--- src/rtl/rv_core_defs.sv ---
// Shared core definitions for the fetch front end: data widths, reset PC
// and a helper that forces a byte address onto a word boundary.
package rv_core_defs;

  localparam int          XLEN             = 32;
  localparam int          INSTR_BYTES      = 4;
  localparam logic [31:0] RESET_PC_DEFAULT = 32'h0000_0000;
  localparam logic [31:0] NOP_INSTR        = 32'h0000_0013;

  // Clears the two byte-offset bits so the result is a legal fetch address.
  function automatic logic [XLEN-1:0] word_align(input logic [XLEN-1:0] addr);
    return {addr[XLEN-1:2], 2'b00};
  endfunction

endpackage

--- src/rtl/fetch_queue.sv ---
// Small register-based synchronous FIFO holding {pc, instr} pairs; flush
// empties it and takes priority over any push or pop in the same cycle.
module fetch_queue
  import rv_core_defs::*;
#(
  parameter int DEPTH = 2,
  parameter int W     = 64,
  parameter int CW    = $clog2(DEPTH) + 1
) (
  input  logic          clk,
  input  logic          reset_n,
  input  logic          push,
  input  logic [W-1:0]  push_data,
  input  logic          pop,
  input  logic          flush,
  output logic [W-1:0]  head_data,
  output logic [CW-1:0] count
);

  localparam int PW = (DEPTH > 1) ? $clog2(DEPTH) : 1;

  logic [W-1:0]  mem_r [DEPTH];
  logic [PW-1:0] rd_ptr_r;
  logic [PW-1:0] wr_ptr_r;
  logic [CW-1:0] count_r;

  // Storage, pointers and occupancy; pointers wrap naturally (DEPTH is a power of two).
  always_ff @(posedge clk or negedge reset_n) begin
    if (!reset_n) begin
      for (int i = 0; i < DEPTH; i++) mem_r[i] <= '0;
      rd_ptr_r <= '0;
      wr_ptr_r <= '0;
      count_r  <= '0;
    end else if (flush) begin
      rd_ptr_r <= '0;
      wr_ptr_r <= '0;
      count_r  <= '0;
    end else begin
      if (push) begin
        mem_r[wr_ptr_r] <= push_data;
        wr_ptr_r        <= wr_ptr_r + PW'(1);
      end
      if (pop) rd_ptr_r <= rd_ptr_r + PW'(1);
      case ({push, pop})
        2'b10:   count_r <= count_r + CW'(1);
        2'b01:   count_r <= count_r - CW'(1);
        default: count_r <= count_r;
      endcase
    end
  end

  assign head_data = (count_r != '0) ? mem_r[rd_ptr_r] : '0;
  assign count     = count_r;

endmodule

--- src/rtl/instr_fetch_unit.sv ---
// Fetch front end: owns the PC, drives instrMem, queues fetched words for the
// decoder and handles execute redirects including misaligned-target faults.
module instr_fetch_unit
  import rv_core_defs::*;
#(
  parameter logic [31:0] RESET_PC    = RESET_PC_DEFAULT,
  parameter int          QUEUE_DEPTH = 2
) (
  input  logic        clk,
  input  logic        reset_n,
  output logic [31:0] instr_addr,
  input  logic [31:0] instr_in,
  input  logic        redirect_valid,
  input  logic [31:0] redirect_target,
  output logic        out_valid,
  output logic [31:0] out_instr,
  output logic [31:0] out_pc,
  input  logic        out_ready,
  output logic        misalign_fault
);

  localparam int CW = $clog2(QUEUE_DEPTH) + 1;

  logic [31:0]   pc_r;
  logic [31:0]   pc_next_s;
  logic          fault_r;
  logic [CW-1:0] count_s;
  logic [63:0]   head_s;
  logic          pop_s;
  logic          fetch_s;
  logic          push_s;

  assign pop_s   = out_valid & out_ready;
  assign fetch_s = (count_s < CW'(QUEUE_DEPTH)) | pop_s;
  assign push_s  = fetch_s & ~redirect_valid;

  fetch_queue #(
    .DEPTH (QUEUE_DEPTH),
    .W     (64),
    .CW    (CW)
  ) u_queue (
    .clk       (clk),
    .reset_n   (reset_n),
    .push      (push_s),
    .push_data ({pc_r, instr_in}),
    .pop       (pop_s),
    .flush     (redirect_valid),
    .head_data (head_s),
    .count     (count_s)
  );

  // Next-PC select: redirect beats sequential fetch; a stalled fetch holds.
  always_comb begin
    pc_next_s = pc_r;
    if (redirect_valid) begin
      pc_next_s = word_align(redirect_target);
    end else if (push_s) begin
      pc_next_s = pc_r + 32'(INSTR_BYTES);
    end else begin
      pc_next_s = pc_r;
    end
  end

  // PC register and sticky misalignment flag.
  always_ff @(posedge clk or negedge reset_n) begin
    if (!reset_n) begin
      pc_r    <= RESET_PC;
      fault_r <= 1'b0;
    end else begin
      pc_r <= pc_next_s;
      if (redirect_valid && (redirect_target[1:0] != 2'b00)) fault_r <= 1'b1;
    end
  end

  assign instr_addr     = pc_r;
  assign out_valid      = (count_s != '0);
  assign out_pc         = head_s[63:32];
  assign out_instr      = head_s[31:0];
  assign misalign_fault = fault_r;

endmodule

--- config.mk ---
export PLATFORM = sky130hd
export DESIGN_NAME = instr_fetch_unit
export DESIGN_NICKNAME = d
export VERILOG_FILES = /design/src/rtl/rv_core_defs.sv /design/src/rtl/fetch_queue.sv /design/src/rtl/instr_fetch_unit.sv
export SDC_FILE = /design/constraint.sdc
export NUM_CORES = 1
export LEC_CHECK = 0
export ABC_CLOCK_PERIOD_IN_PS = 3090
export BUFFER_PORTS_ARGS = -buffer_cell sky130_fd_sc_hd__buf_2
export CAP_MARGIN = 25
export CELL_PAD_IN_SITES_DETAIL_PLACEMENT = 1
export CELL_PAD_IN_SITES_GLOBAL_PLACEMENT = 1
export CORE_ASPECT_RATIO = 0.75
export CORE_MARGIN = 2
export CORE_UTILIZATION = 40
export CTS_CLUSTER_DIAMETER = 150
export DETAILED_ROUTE_END_ITERATION = 10
export PLACE_DENSITY = 0.76
export SYNTH_ARGS = -nofsm -noshare
export SYNTH_HDL_FRONTEND = slang
export SYNTH_SLANG_ARGS = --single-unit
--- constraint.sdc ---
create_clock -name clk -period 3.09 [get_ports clk]
set_input_delay 0.1545 -clock clk [delete_from_list [all_inputs] [get_ports clk]]
set_output_delay 0.1545 -clock clk [all_outputs]
set_load 0.01 [all_outputs]
# After elaboration in Yosys (flattened, before gate mapping)
# Index checks and enable logic that the tools add are counted.
[classes]
addsub = 5
n_lt_le_gt_ge = 4
eq_ne = 2
mux = 15
bitwise_logic = 6
n_reduce_logical = 8
[op_table]
columns = ["cell", "n"]
rows = [
  ["$mux W64", 5],
  ["$bwmux W128", 1],
  ["$demux W64 S1", 1],
  ["$mux W32", 2],
  ["$add A32 B3 Y32 const B", 1],
  ["$reduce_bool A2 Y1", 4],
  ["$ge A2 B2 Y1 const B", 2],
  ["$mux W1", 4],
  ["$not A1 Y2", 2],
  ["$pmux W2 S2", 1],
  ["$reduce_bool A3 Y1", 1],
  ["$add A1 B1 Y1 const B", 2],
  ["$add A2 B1 Y2 const B", 1],
  ["$and A1 B1 Y1", 2],
  ["$eq A2 B1 Y1 const B", 1],
  ["$eq A2 B2 Y1 const B", 1],
  ["$logic_and A1 B1 Y1", 2],
  ["$lt A2 B1 Y1 const B", 1],
  ["$lt A2 B2 Y1 const B", 1],
  ["$mux W2", 1],
  ["$reduce_and A2 Y1", 1],
  ["$sub A2 B1 Y2 const B", 1],
  ["$not A1 Y1", 1],
  ["$or A1 B1 Y1", 1],
]
[totals]
regBits = 165
out_inout_bits = 98
word_cells = 47

# Longest topological paths before layout
[depth]
depth_word = 7
mapped_depth = 6
ltp_nobuf = 5

# By module
# From an unflattened synthesis, not the netlist that was laid out.
[unflattened]
cells_unflattened = 639
hier_area_um2 = 8101.5
[modules_own_cells]
columns = ["module", "instances", "cells_per_inst", "area_each_um2"]
rows = [
  ["fetch_queue", 1, 430, 6223.5],
  ["instr_fetch_unit", 1, 209, 1878.1],
]

# Least setup slack after synthesis
# Ideal clock, no wire load.
[synth_timing]
kind = "reg-to-reg"
from = "reg pc_r[17] (netlist: instr_addr[17])"
to = "reg pc_r[27] (netlist: instr_addr[27])"
arrival_time_ns = 1.836
t_required_ns = 3.008
setup_slack_ns = 1.172
stages_incl_launch_ff = 6
path_buffers = 1
period_less_slack_ns = 1.918
cell_sequence = "dfrtp_1 > buf_4 > nand4_2 > or4_4 > or4_1 > a31oi_1"
[synth_between]
elab_chain_len = 3
[synth_lines]
columns = ["item", "line_no", "rtl"]
rows = [
  ["start, declared", "instr_fetch_unit.sv:24", "logic [31:0] pc_r;"],
  ["start signal, assigned", "instr_fetch_unit.sv:70", "pc_r <= pc_next_s;"],
  ["$add A32 B3 Y32", "instr_fetch_unit.sv:58", "pc_next_s = pc_r + 32'(INSTR_BYTES);"],
  ["$mux W32", "instr_fetch_unit.sv:57", "end else if (push_s) begin"],
  ["$mux W32", "instr_fetch_unit.sv:55", "if (redirect_valid) begin"],
]
# Every way passes these cells. The select of a mux whose other input is x is not followed.
# A chain may end at the register's enable or synchronous reset.

# Worst setup path after layout
[layout_timing]
from = "reg u_queue.count_r[1] (netlist: u_queue.count[1])"
to = "reg pc_r[28] (netlist: instr_addr[28])"
[layout_between]
elab_chain_len = 5
[layout_lines]
columns = ["item", "line_no", "rtl"]
rows = [
  ["start, declared", "fetch_queue.sv:25", "logic [CW-1:0] count_r;"],
  ["start signal, assigned", "fetch_queue.sv:45", "2'b10: count_r <= count_r + CW'(1);"],
  ["start signal, assigned", "fetch_queue.sv:46", "2'b01: count_r <= count_r - CW'(1);"],
  ["start signal, assigned", "fetch_queue.sv:47", "default: count_r <= count_r;"],
  ["$reduce_bool A2 Y1", "instr_fetch_unit.sv:76", "assign out_valid = (count_s != '0);"],
  ["$and A1 B1 Y1", "instr_fetch_unit.sv:33", "assign pop_s = out_valid & out_ready;"],
  ["$or A1 B1 Y1 *", "instr_fetch_unit.sv:34", "assign fetch_s = (count_s < CW'(QUEUE_DEPTH)) | pop_s;"],
  ["$and A1 B1 Y1 *", "instr_fetch_unit.sv:35", "assign push_s = fetch_s & ~redirect_valid;"],
  ["$reduce_bool A2 Y1 (no source line) *", "-", ""],
]
# Every way passes the cells marked *; elsewhere a longest branch is shown, timed or not.

==> results summary <==
The clock-pin transition on the worst setup and hold timing paths came out at around 0.060 ns. The delay of the slowest critical-path stage came out at between 0.6 and 0.7 ns. The first routing iteration left approximately 370 violations.

Along the worst hold path, the cell count comes to 3. The worst setup path is launched from a flip-flop. The detailed-route via count came out at around 6k. The overall die area is 0.0202 mm². The number of buffers created by CTS is 17. After detailed routing, the average wire length per cell comes to 19.8 µm.

The total number of clock tree sinks came out at 159. The initialized floorplan defines 43 standard-cell rows. The number of buffers added on ports came out at approximately 160. Cells fill between 50 and 60% of the core in the end.

The antenna diode instance count is 0. The maximum net fanout on the critical path came out at 16. In this run, synthesis inferred 0 flip-flops with an integrated enable. The dominant synthesized flop cell is sky130_fd_sc_hd__dfrtp_1. Final hold analysis gives a worst-case slack of around 0.028 ns. The top-level I/O count came out at roughly 170. The shortest period the worst path allows came out at roughly 2.3 ns. The leakage power summed over all cells came out at about 4.3 nW.

Data on the critical path is required at its endpoint by between 3 and 4 ns. The final sum of negative setup slack came out at 0 ns. Counting buffers and inverters, the worst setup path is 4 cells deep. The cell family contributing the most delay on the critical path is simple AND/OR/NAND/NOR gates. The post-place instance area is 0.00864 mm². Max-cap violations in this run came to 0. The area of all placed cells without fillers came out at about 0.0099 mm². Once layout is complete, the cells apart from fillers number approximately 1.1k. The weighted congestion reported at the end of routability-driven placement is 0.796. The actual transition at the worst max-transition pin came out at between 0.6 and 0.7 ns. The number of cell instances on the worst register-to-register path is 4. The cell count after synthesis is between 600 and 700. The die extent in x is between 150 and 200 µm. The final setup skew is just over 0.009 ns. The wire length of the first global-routing pass came out at between 30000 and 40000 µm.

The number of global-route vias before repair came out at between 6k and 7k. The aggregate routed wire length is around 22000 µm. The final count of pins violating max slew is 0.

The number of antenna violations at the first check in global routing is 0. Setup repair after global routing left no endpoint under its margin. The area of the core is approximately 0.019 mm². The critical path start-end classification is reg -> reg.

The global-route usage over all layers is a little under a quarter. The first-pass iteration count of the detailed router is 4. The number of distinct library cells after synthesis came out at around 40. The critical path's slowest cell is sky130_fd_sc_hd__or4_1. The share of the yosys chip area belonging to registers came out at around 52%.

After clock tree synthesis, the setup repair step added 0 buffers. The post-cts resize count came out at 0. The maximum number of buffers from clock root to sink is 2. The tightest min-delay check is of the in -> reg type. The ratio of final minimum period to clock period is about three quarters. The height of the die came out at around 120 µm.

The overall overflow remaining after global route came out at 0. The number of nets with antenna violations after routing came out at 0. The average instance area after synthesis came out at about 12 µm². The layout cell share with drive strength beyond 1 is approximately 39%.

The achievable clock frequency came out at ~440 MHz. The synthesized flop and latch total came out at ~160. STA classifies the critical path endpoint as a flip-flop. The relative max-transition margin came out at 55.6%. The post-detailed-route DRC marker count is 0. The power per cell area is just under 700 mW/mm². The async set-or-reset flop fraction in the synthesized netlist is 100%.

Data arrives at the worst endpoint at about 2.6 ns. The number of hold buffers added after CTS was between 60 and 70. The H-tree depth is 4. TritonCTS built the clock tree. After synthesis the cells add up to between 0.007 and 0.008 mm². In this run the clock root is driven by a sky130_fd_sc_hd__clkbuf_16. The number of nets in the layout is approximately 900. Summed over all nets, the half-perimeter wirelength after detailed placement is between 10000 and 15000 µm. Entering global routing, the biggest net connects about 70 pins. The area added between synthesis and finish came out at 29.5%. The flow ran to the end, and the final reports show no timing, DRC or antenna violations.

The final setup violation count came out at 0. The final number of hold-violating endpoints came to 0. The signal on the critical path passes through nand2b_1 > nand3_1 > or4_1 > o211ai_1. The clock latency on the worst-skew pair came out at around 0.43 ns. In the routed layout, each cell is associated on average with a via count of around 5.3. The synthesis warning total came out at 0.

The initial core utilization is 41.1%. Including well taps, the total number of placed cells is between 1k and 1.5k. The worst voltage drop across the vdd grid came out at slightly below 400 µV. The number of buffers and inverters on the critical path came out at 0.
where the power goes:
part,switching [mW],internal [mW],leakage [nW]
logic,0.713,0.787,2.13
registers,0.348,2.55,1.86
clock network,0.950,1.30,0.307
metrics by stage:
stage | power [mW] | worst slack, ns
global route | 6.99 | 0.561
finish | 6.64 | 0.826
floorplan | 3.78 | 1.17
detailed placement | 4.37 | 0.840
CTS | 6.69 | 0.786
global placement | 4.24 | 0.892
routing by layer:
| metal | part of all wire (%) | vias to the layer above | track usage [%] |
|---|---|---|---|
| met4 | 2.0 | 0 | 9.18 |
| met5 | 0 | - | 0 |
| met2 | 48 | 150 | 37.7 |
| met1 | 45 | 3040 | 29.5 |
| met3 | 4.5 | 30 | 4.39 |
| li1 | - | 2715 | - |
cell type report:
| type | instances | area (µm²) |
|---|---|---|
| repair buffers | 231 | 1540 |
| clock buffers | 17 | 425 |
| well taps | 247 | 309 |
| inverters | 7 | 26.3 |
| multi-input cells | 434 | 3390 |
| flip-flops and latches | 159 | 3980 |
| clock inverters | 15 | 196 |
| fillers | 1973 | 8690 |
sequential cells by signal, indices dropped and copies added (netlist names):
register / flops
instr_addr: 30
u_queue.mem_r: 124
u_queue.wr_ptr_r: 1
misalign_fault: 1
u_queue.count: 2
u_queue.rd_ptr_r: 1
synth_stat cells, drive strengths merged (2+ instances only):
cell type  instances  share of area, %
a21oi              2              0.13
a31oi             13               1.1
and3               6              0.49
buf               21               1.5
clkbuf            27               1.3
dfrtp            159                52
inv                7              0.34
mux2             124                18
mux2i             63               8.3
nand2             26               1.3
nand2b             2              0.16
nand3             11              0.72
nand4             17               1.6
nor2              82               4.0
nor2b              3              0.25
nor3               2              0.13
nor4               3              0.25
o21ai             13              0.85
o311ai             8              0.92
o31ai             12               1.2
or2                5              0.41
or3                4              0.34
or4               16               1.6
xnor2              5              0.57
xor2               6              0.69
worst min-delay path, stage by stage:
cell                       delay (ns)
sky130_fd_sc_hd__buf_2           0.10
sky130_fd_sc_hd__a22oi_1         0.08
sky130_fd_sc_hd__nand3b_1        0.08
cell usage in the layout (no fill, tap or decap), types with 2 or more instances in the layout:
master and n:
sky130_fd_sc_hd__mux2_2 124, sky130_fd_sc_hd__nand2b_1 2, sky130_fd_sc_hd__nand4_2 2, sky130_fd_sc_hd__buf_2 160, sky130_fd_sc_hd__clkbuf_16 17, sky130_fd_sc_hd__conb_1 4
sky130_fd_sc_hd__nand2_1 26, sky130_fd_sc_hd__a21oi_1 2, sky130_fd_sc_hd__clkinv_4 3, sky130_fd_sc_hd__inv_8 2, sky130_fd_sc_hd__and3_1 5, sky130_fd_sc_hd__mux2i_1 63
sky130_fd_sc_hd__dfrtp_1 158, sky130_fd_sc_hd__or3_1 3, sky130_fd_sc_hd__xnor2_1 5, sky130_fd_sc_hd__dlygate4sd3_1 61, sky130_fd_sc_hd__nor4_1 3, sky130_fd_sc_hd__nor2b_1 3
sky130_fd_sc_hd__buf_4 5, sky130_fd_sc_hd__o21ai_0 13, sky130_fd_sc_hd__nand4_1 15, sky130_fd_sc_hd__nor2_1 81, sky130_fd_sc_hd__o311ai_0 8, sky130_fd_sc_hd__a31oi_1 13
sky130_fd_sc_hd__buf_12 4, sky130_fd_sc_hd__inv_6 6, sky130_fd_sc_hd__inv_1 7, sky130_fd_sc_hd__o31ai_1 12, sky130_fd_sc_hd__xor2_1 6, sky130_fd_sc_hd__nand3_1 11
sky130_fd_sc_hd__or2_2 5, sky130_fd_sc_hd__bufinv_16 3, sky130_fd_sc_hd__or4_1 15
path summary, 6_finish.rpt:
check | startpoint | to | slack, ns
worst max-delay path | u_queue.count[1] | instr_addr[28] | 0.83
worst min-delay path | redirect_target[31] | instr_addr[31] | 0.03
worst max register to register | u_queue.count[1] | instr_addr[28] | 0.83
worst min register to register | u_queue.mem_r[121] | u_queue.mem_r[121] | 0.51
max in group asynchronous | reset_n | u_queue.mem_r[109] | 1.91
min in group asynchronous | reset_n | u_queue.mem_r[78] | 0.24
logic make-up (layout without fill, tap and decap cells):
logic type / Yosys count / count (layout) / share of synthesized area, %
compound gates: 52 / 52 / 4.58
xor+xnor: 11 / 11 / 1.26
fa+ha+maj: 1 / 1 / 0.164
buf+inv: 56 / 270 / 3.63
flops: 159 / 159 / 52.2
mux: 187 / 187 / 26.6
other cells: 1 / 4 / 0.0492
simple gates: 179 / 179 / 11.5
No activity file was read; power rests on OpenSTA's default activity.
